`src/rtl/pasabajas_pkg.sv`:
```
// rtl/pasabajas_pkg.sv - shared state encoding and constants for the low-pass filter sequencer
package pasabajas_pkg;

    localparam int SEL_U         = 0;
    localparam int MAC_TERMS_DEF = 3;

    typedef enum logic [2:0] {
        IDLE,
        CLR_A,
        MAC_A,
        WR_W,
        CLR_B,
        MAC_B,
        WR_Y,
        SHIFT
    } state_t;

endpackage

```
`src/rtl/contador_terminos.sv`:
```
// rtl/contador_terminos.sv - MAC term index counter; holds at the terminal count instead of wrapping
module contador_terminos #(
    parameter int TERMS = 3,
    parameter int KW    = (TERMS > 1) ? $clog2(TERMS) : 1
) (
    input  logic          clk,
    input  logic          rst_n,
    input  logic          clr_i,
    input  logic          en_i,
    output logic [KW-1:0] k_o,
    output logic          tc_o
);

    logic [KW-1:0] k_q;
    logic [KW-1:0] k_d;

    assign tc_o = (k_q == KW'(TERMS - 1));
    assign k_o  = k_q;

    always_comb begin
        k_d = k_q;
        if (clr_i) begin
            k_d = '0;
        end else if (en_i && !tc_o) begin
            k_d = k_q + 1'b1;
        end
    end

    always_ff @(posedge clk or negedge rst_n) begin
        if (!rst_n) begin
            k_q <= '0;
        end else begin
            k_q <= k_d;
        end
    end

endmodule

```
`src/rtl/control_pasabajas.sv`:
```
// rtl/control_pasabajas.sv - biquad low-pass sequencer FSM; PASABAJAS_OVERRUN_EN adds sticky dropped-start flag
module control_pasabajas
    import pasabajas_pkg::*;
#(
    parameter int MAC_TERMS = MAC_TERMS_DEF,
    parameter int SEL_W     = 4
) (
    input  logic             clk,
    input  logic             rst_n,
    input  logic             start,
    input  logic             en,
    output logic [SEL_W-1:0] sel,
    output logic             rst_acum,
    output logic             leer,
    output logic             leer_y,
    output logic             desp,
    output logic             busy,
    output logic             done,
    output logic             overrun
);

    localparam int KW = (MAC_TERMS > 1) ? $clog2(MAC_TERMS) : 1;

    state_t        state_q;
    state_t        state_d;
    logic [KW-1:0] k;
    logic          k_tc;
    logic          in_mac;
    logic          accept;

    assign in_mac = (state_q == MAC_A) || (state_q == MAC_B);
    assign accept = start && en;

    // Index is held clear outside the MAC states so each MAC phase starts at 0.
    contador_terminos #(
        .TERMS (MAC_TERMS),
        .KW    (KW)
    ) u_contador (
        .clk   (clk),
        .rst_n (rst_n),
        .clr_i (!in_mac),
        .en_i  (in_mac),
        .k_o   (k),
        .tc_o  (k_tc)
    );

    always_comb begin
        state_d = state_q;
        case (state_q)
            IDLE:    if (accept) state_d = CLR_A;
            CLR_A:   state_d = MAC_A;
            MAC_A:   if (k_tc) state_d = WR_W;
            WR_W:    state_d = CLR_B;
            CLR_B:   state_d = MAC_B;
            MAC_B:   if (k_tc) state_d = WR_Y;
            WR_Y:    state_d = SHIFT;
            SHIFT:   state_d = accept ? CLR_A : IDLE;
            default: state_d = IDLE;
        endcase
    end

    always_ff @(posedge clk or negedge rst_n) begin
        if (!rst_n) begin
            state_q <= IDLE;
        end else begin
            state_q <= state_d;
        end
    end

    always_comb begin
        sel      = SEL_W'(SEL_U);
        rst_acum = 1'b0;
        leer     = 1'b0;
        leer_y   = 1'b0;
        desp     = 1'b0;
        done     = 1'b0;
        busy     = (state_q != IDLE);
        case (state_q)
            IDLE, CLR_A, CLR_B: rst_acum = 1'b1;
            MAC_A:   sel = SEL_W'(k);
            MAC_B:   sel = SEL_W'(MAC_TERMS) + SEL_W'(k);
            WR_W:    leer = 1'b1;
            WR_Y:    leer_y = 1'b1;
            SHIFT: begin
                desp = 1'b1;
                done = 1'b1;
            end
            default: ;
        endcase
    end

`ifdef PASABAJAS_OVERRUN_EN
    logic overrun_q;

    // SHIFT is excluded: a start there is a legal back-to-back sample.
    always_ff @(posedge clk or negedge rst_n) begin
        if (!rst_n) begin
            overrun_q <= 1'b0;
        end else if (accept && (state_q != IDLE) && (state_q != SHIFT)) begin
            overrun_q <= 1'b1;
        end
    end

    assign overrun = overrun_q;
`else
    assign overrun = 1'b0;
`endif

endmodule

```
`config.mk`:
```
export PLATFORM = sky130hd
export DESIGN_NAME = control_pasabajas
export DESIGN_NICKNAME = d
export VERILOG_FILES = /design/src/rtl/pasabajas_pkg.sv /design/src/rtl/contador_terminos.sv /design/src/rtl/control_pasabajas.sv
export SDC_FILE = /design/constraint.sdc
export NUM_CORES = 1
export LEC_CHECK = 0
export ABC_AREA = 1
export CAP_MARGIN = 20
export CORE_AREA = 5 5 42 44
export CTS_BUF_LIST = sky130_fd_sc_hd__clkbuf_8
export DETAILED_ROUTE_END_ITERATION = 16
export DIE_AREA = 0 0 47 49
export DONT_BUFFER_PORTS = 1
export PLACE_DENSITY_LB_ADDON = 0.3
export SYNTH_ARGS = -nofsm -noshare
export SYNTH_HDL_FRONTEND = slang
export SYNTH_SLANG_ARGS = --single-unit
```
`constraint.sdc`:
```
create_clock -name clk -period 3.35 [get_ports clk]
set_clock_uncertainty 0.1 [all_clocks]
set_input_delay 0.1675 -clock clk [delete_from_list [all_inputs] [get_ports clk]]
set_output_delay 0.1675 -clock clk [all_outputs]
set_load 0.01 [all_outputs]
```
==> reports/qor.yml, run 1 <==
power:
  peakVddDrop_uv: 475.9
  leakagePower_uw: 0.0003071
  finalPower_uw: 556.9
  p_per_area_nw_per_um2: 1033
global_route:
  grt-ovfl-total: 0
  grt_usage_pct: 8.628
  grt_pass1_wl_um: 1435
  grt_max_degree: 8
  antenna_found_initial: 0
  first_global_vias: 363
detailed_routing:
  via_count: 383
  drtIter0Drc: 4
  wirelength_um: 852
  viasPerCell: 4.402
  ant_nets: 0
  dr.pass1.iters: 4
  detail_route.wl_per_cell_um: 9.793
  route.detailed.drc: 0
flow_run:
  max_cap_viol_count: 0
clock_tree:
  cts_root_buffer: "clkbuf_8"
  cts-resized-gates: 0
  cts_buffer_depth: 2
  postCtsSetupRepairBufs: 0
  clk_pin_slew_ns: 0.03
  clkLatencyLatePin_ns: 0.22
  h-tree-depth: 1
  cts_num_sinks: 5
  cts_hold_buf: 1
  cts_tree: "done"
  cts_buffers: 3
finish:
  drive_above_1_share_pct: 18.31
  num_antenna_cells: 0
  syn_to_final_growth_pct: 11.66
  nets: 82
placed_design:
  dp_hpwl_um: 728.5
  globalplace.congestion: 0.7585
  pre_cts_ws_ns: 1.898
  numPortBuffers: 0
sta:
  rsz0062_at_grt: "no"
  fin_crit_sh_pct: 48.50
  layout_setup_ws_ns: 1.725
  finalMaxSlewViolations: 0
  finalHoldViolations: 0
  period_minus_slack_ns: 1.625
  fmax_mhz: 615.5
  setup_tns_ns: 0
  setup-violations-final: 0
status:
  outcome: "finished, final reports clean"
critical_path:
  setup.worst_path.end_class: "output port"
  worstPathArrival_ns: 1.36
  path_class: "reg2out"
  required_ns: 3.08
  cp-start-kind: "flop"
  path_max_fanout: 4
floorplan:
  die_h_um: 49
  io_pins: 15
  coreArea_um2: 1401
  die_x_um: 47
  start_util_pct: 34.46
  num_rows: 14
  dieArea_um2: 2303
synthesis:
  ys_types: 18
  yosysWarnings: 0
  syn_area_um2: 483.0
  postSynthAreaPerCell_um2: 7.102
  synth_seq_cells: 5
  ys_seq_area_share_pct: 25.91
  syn_inst: 68
hold_path:
  hold_path.class: "in2async"
stage by stage:
step	instances	instance area, µm²	util, %	hold WS (ns)
6_report	87	539.3	38.48	0.1416
5_1_grt	87	539.3	38.48	0.1463
4_1_cts	87	539.3	38.48	0.1422
3_5_place_dp	82	484.2	34.55	-0.2279
3_3_place_gp	82	484.2	34.55	-0.2279
2_1_floorplan	69	486.7	-	-0.2281
routing by layer:
layer	GRT usage (%)	part of all wire (%)	wire, µm	vias up
li1	-	-	-	206
met1	11.36	44	374	166
met2	11.09	48	412	9
met3	2.583	7.0	60	2
met4	6.912	0.47	4	0
met5	0	0	0	-
worst max-delay path, cell delays in order (launching register included):
cell and delay (ns):
dfrtp_1 0.40, inv_1 0.09, ha_1 0.23, nand2_4 0.09, o21ai_0 0.33
placed cells by master, fill, tap and decap left out, types with 2 or more instances in the layout:
master / count
nor2_1: 7
nand2_4: 4
dfrtp_1: 5
conb_1: 2
ha_1: 6
nand2_1: 16
o21ai_0: 2
clkbuf_8: 3
nand3_1: 4
nand2_2: 2
inv_1: 12
path summary, 6_finish.rpt:
| check | start | end | slack [ns] | depth (start not counted) |
|---|---|---|---|---|
| max | state_q[0] | sel[0] | 1.73 | 4 |
| min | rst_n | state_q[0] | 0.14 | 1 |
| max reg2reg | state_q[0] | state_q[0] | 1.91 | 9 |
| min reg2reg | u_contador.k_o[0] | u_contador.k_o[0] | 0.39 | 1 |
| max in group asynchronous | rst_n | u_contador.k_o[0] | 2.82 | 1 |
| min in group clk | en | state_q[0] | 0.22 | 6 |
logic make-up (layout without fill, tap and decap cells):
family	Yosys count	count (layout)	synth area share, %
simple gates	35	35	36.27
buf+inv	16	18	15.28
fa+ha+maj	6	6	15.54
compound gates	5	5	6.218
flops	5	5	25.91
other cells	1	2	0.7765
power breakdown:
| group | switching (µW) | internal (µW) |
|---|---|---|
| logic | 218 | 119 |
| clock network | 26.6 | 78.3 |
| registers | 27.0 | 88.2 |
layout make-up:
cell class | count | area [µm²]
clock inverters | 1 | 3.754
repair buffers | 1 | 10.01
clock buffers | 3 | 41.29
well taps | 16 | 20.02
multi-input cells | 48 | 287.8
inverters | 13 | 51.30
fillers | 158 | 862.1
flip-flops and latches | 5 | 125.1
synth_stat cells, drive strengths merged:
library cell | instances | area (µm²)
conb | 1 | 3.750
inv | 13 | 51.30
nor2 | 7 | 26.28
buf | 3 | 22.52
o22ai | 1 | 6.260
dfrtp | 5 | 125.1
nand2 | 22 | 117.6
nor3 | 1 | 5.000
o21ai | 4 | 23.77
ha | 6 | 75.07
or2 | 1 | 6.260
nand3 | 4 | 20.02
registers in the layout, indices dropped and copies added (netlist names):
name            count
state_q             3
u_contador.k_o      2
Note: power is estimated with default switching activity, not from simulation.
==> run 2: changes to the inputs <==
ABC_AREA = 0   (was 1)
clock period = 1.4 ns   (was 3.35 ns; I/O delays follow)
==> run 2 against run 1 <==
Net effect:
- the run now ends with negative setup slack left
- global-route usage rose by 0.73 points
- worst setup slack got worse by 1.9 ns
- non-clock buffer count rose by 19
- critical path type is now reg2reg
- utilization rose by 17 points
- area after synthesis fell by 6.0%
- routed wire length rose by 26%
- sequential share of layout area fell by 6.8 points
- clock-buffer cell count did not move
- first-iteration DRC count fell by 75%
==> reports/qor.yml, run 2 <==
synthesis:
  yosysTopAreaCell: "dfrtp_1"
  syn_inst: 48
  synth_enable_flop_cells: 0
  synth_flop_cell: "dfrtp_1"
  synth_seq_cells: 5
  synth_area_leaders: "dfrtp_1, ha_1, buf_4"
  synth_top_area_share_pct: 27.55
  syn_area_um2: 454.2
  postSynthAreaPerCell_um2: 9.462
  synth_commonest_cells: "ha_1, inv_1, dfrtp_1"
  yosysWarnings: 0
  async_flop_share_pct: 100.0
  ys_seq_area_share_pct: 27.55
  ys_types: 26
finish:
  syn_to_final_growth_pct: 71.35
  top_register: "state_q"
  final_cells: 85
  layout_common_cells: "buf_4, buf_6, ha_4, clkbuf_8, dfrtp_1"
  drive_above_1_share_pct: 68.12
  layout_commonest_cell: "buf_4"
  fill_cells: 122
  nets: 80
  largest_reg_flops: 3
  num_antenna_cells: 0
critical_path:
  r2r_start: "state_q[0]"
  path_max_fanout: 4
  r2r_slack_ns: -0.18
  reg2reg_to: "state_q[0]"
  setup.worst_path.end_class: "flop"
  ff2ff_path_depth: 6
  path_class: "reg2reg"
  required_ns: 1.40
  worstPathArrival_ns: 1.58
  cp-start-kind: "flop"
floorplan:
  start_util_pct: 32.41
  io_pins: 15
  die_h_um: 49
  die_x_um: 47
  coreArea_um2: 1401
  num_rows: 14
  dieArea_um2: 2303
power:
  power_frac_comb_pct: 72.8
  swShare_pct: 40.05
  p_per_area_nw_per_um2: 2680
  seqPwrFrac_pct: 15.1
  clkPwrFrac_pct: 12.1
  switchingPower_uw: 835.2
  peakVddDrop_uv: 1163
  internal-power_uw: 1250
  leakagePower_uw: 0.0003530
  finalPower_uw: 2085
sta:
  setup-violations-final: 7
  fin_crit_sh_pct: 112.7
  finalHoldViolations: 0
  period_minus_slack_ns: 1.578
  fmax_mhz: 633.5
  layout_setup_ws_ns: -0.1784
  finalMaxSlewViolations: 0
  rsz0062_at_grt: "yes"
global_route:
  first_global_vias: 375
  grt-ovfl-total: 0
  antenna_found_initial: 0
  grt_usage_pct: 9.362
  grt_pass1_wl_um: 1587
  grt_max_degree: 7
detailed_routing:
  ant_nets: 0
  dr.pass1.iters: 3
  viasPerCell: 4.576
  wirelength_um: 1070
  route.detailed.drc: 0
  detail_route.wl_per_cell_um: 12.59
  drtIter0Drc: 1
  via_count: 389
hold_path:
  hold_path.class: "in2async"
clock_tree:
  cts_buffer_depth: 2
  cts_root_buffer: "clkbuf_8"
  clk_pin_slew_ns: 0.03
  cts_num_sinks: 5
  cts_tree: "done"
  h-tree-depth: 1
  cts_buffers: 3
  clkLatencyLatePin_ns: 0.22
flow_run:
  max_cap_viol_count: 0
placed_design:
  dp_hpwl_um: 719.8
  numPortBuffers: 0
  globalplace.congestion: 0.7109
  placed_cells: 75
status:
  outcome: "finished with violations"
  violations: "negative setup slack"
## run 2: power groups by stage
stage / Sequential [µW] / Clock [µW] / Combinational (µW)
5_1_grt: 328 / 272 / 1640
3_3_place_gp: 286 / 0 / 1030
6_report: 315 / 253 / 1520
4_1_cts: 297 / 262 / 1280
2_1_floorplan: 260 / 0 / 723
3_5_place_dp: 290 / 0 / 1030
## run 2: how the worst max path moves through the flow
stage	startpoint	to	slack [ns]	cells past startpoint
floorplan	state_q[1]	state_q[0]	-0.08	5
global placement	state_q[0]	state_q[0]	-0.16	5
detailed placement	state_q[0]	state_q[0]	-0.16	5
CTS	state_q[0]	sel[1]	-0.16	6
global route	state_q[0]	state_q[0]	-0.24	6
finish	state_q[0]	state_q[0]	-0.18	6
## run 2: area by class of cell
cell class,count,area (µm²),area share (%)
Multi-Input combinational cell,34,382.9,49.20
Timing Repair Buffer,20,171.4,22.03
Sequential cell,5,127.6,16.40
Clock buffer,3,41.29,5.305
Inverter,6,31.28,4.019
Tap cell,16,20.02,2.572
Clock inverter,1,3.754,0.4823
## run 2: worst max-delay path, stage by stage (launching register included)
cell and delay, ns:
dfrtp_1 0.41, inv_2 0.12, ha_4 0.17, buf_6 0.10, mux2i_4 0.06, o22ai_2 0.15
mux2_2 0.36
## run 2: cell families (layout without fill, tap and decap cells)
logic type | after synthesis | in the layout | synth area share [%]
muxes | 4 | 4 | 10.19
DFF | 5 | 5 | 27.55
AOI/OAI and AO/OA | 9 | 9 | 14.60
and+or+nand+nor | 12 | 12 | 15.98
xor gates and xnor gates | 1 | 1 | 1.929
buffers and inverters | 10 | 30 | 12.40
adders and majority gates | 6 | 6 | 16.53
other | 1 | 2 | 0.8257
## run 2: per-stage QoR
step                      util, %  hold WS [ns]  instance area [µm²]  setup WS, ns  TNS (ns)
final                       55.54       0.03302                778.2       -0.1784   -0.7741
after global routing        55.54       0.05193                778.2       -0.2411    -1.178
after CTS                   50.27       0.03314                704.4       -0.1627   -0.7284
after detailed placement    40.09       -0.3254                561.8       -0.1619   -0.4209
after global placement      40.09       -0.3254                561.8       -0.1593   -0.3572
after floorplan                 -       -0.3256                470.5      -0.08326   -0.1665
## run 2: metal layers
| layer | vias up | part of all wire [%] | track usage [%] | wire, µm |
|---|---|---|---|---|
| met4 | 0 | 1.6 | 5.530 | 17 |
| met1 | 185 | 40 | 10.56 | 428 |
| met3 | 2 | 2.1 | 2.214 | 23 |
| met2 | 6 | 56 | 15.16 | 601 |
| li1 | 196 | - | - | - |
| met5 | - | 0 | 0 | 0 |
## run 2: repair_timing
item | 4_1_cts | 5_1_grt
pin swaps | 6 | 4
setup buffers | 2 | 3
hold buffers | 1 | 0
resized for setup | 19 | 12
endpoints found under the setup margin | 8 | 12
hold endpoints to repair | 5 | 0
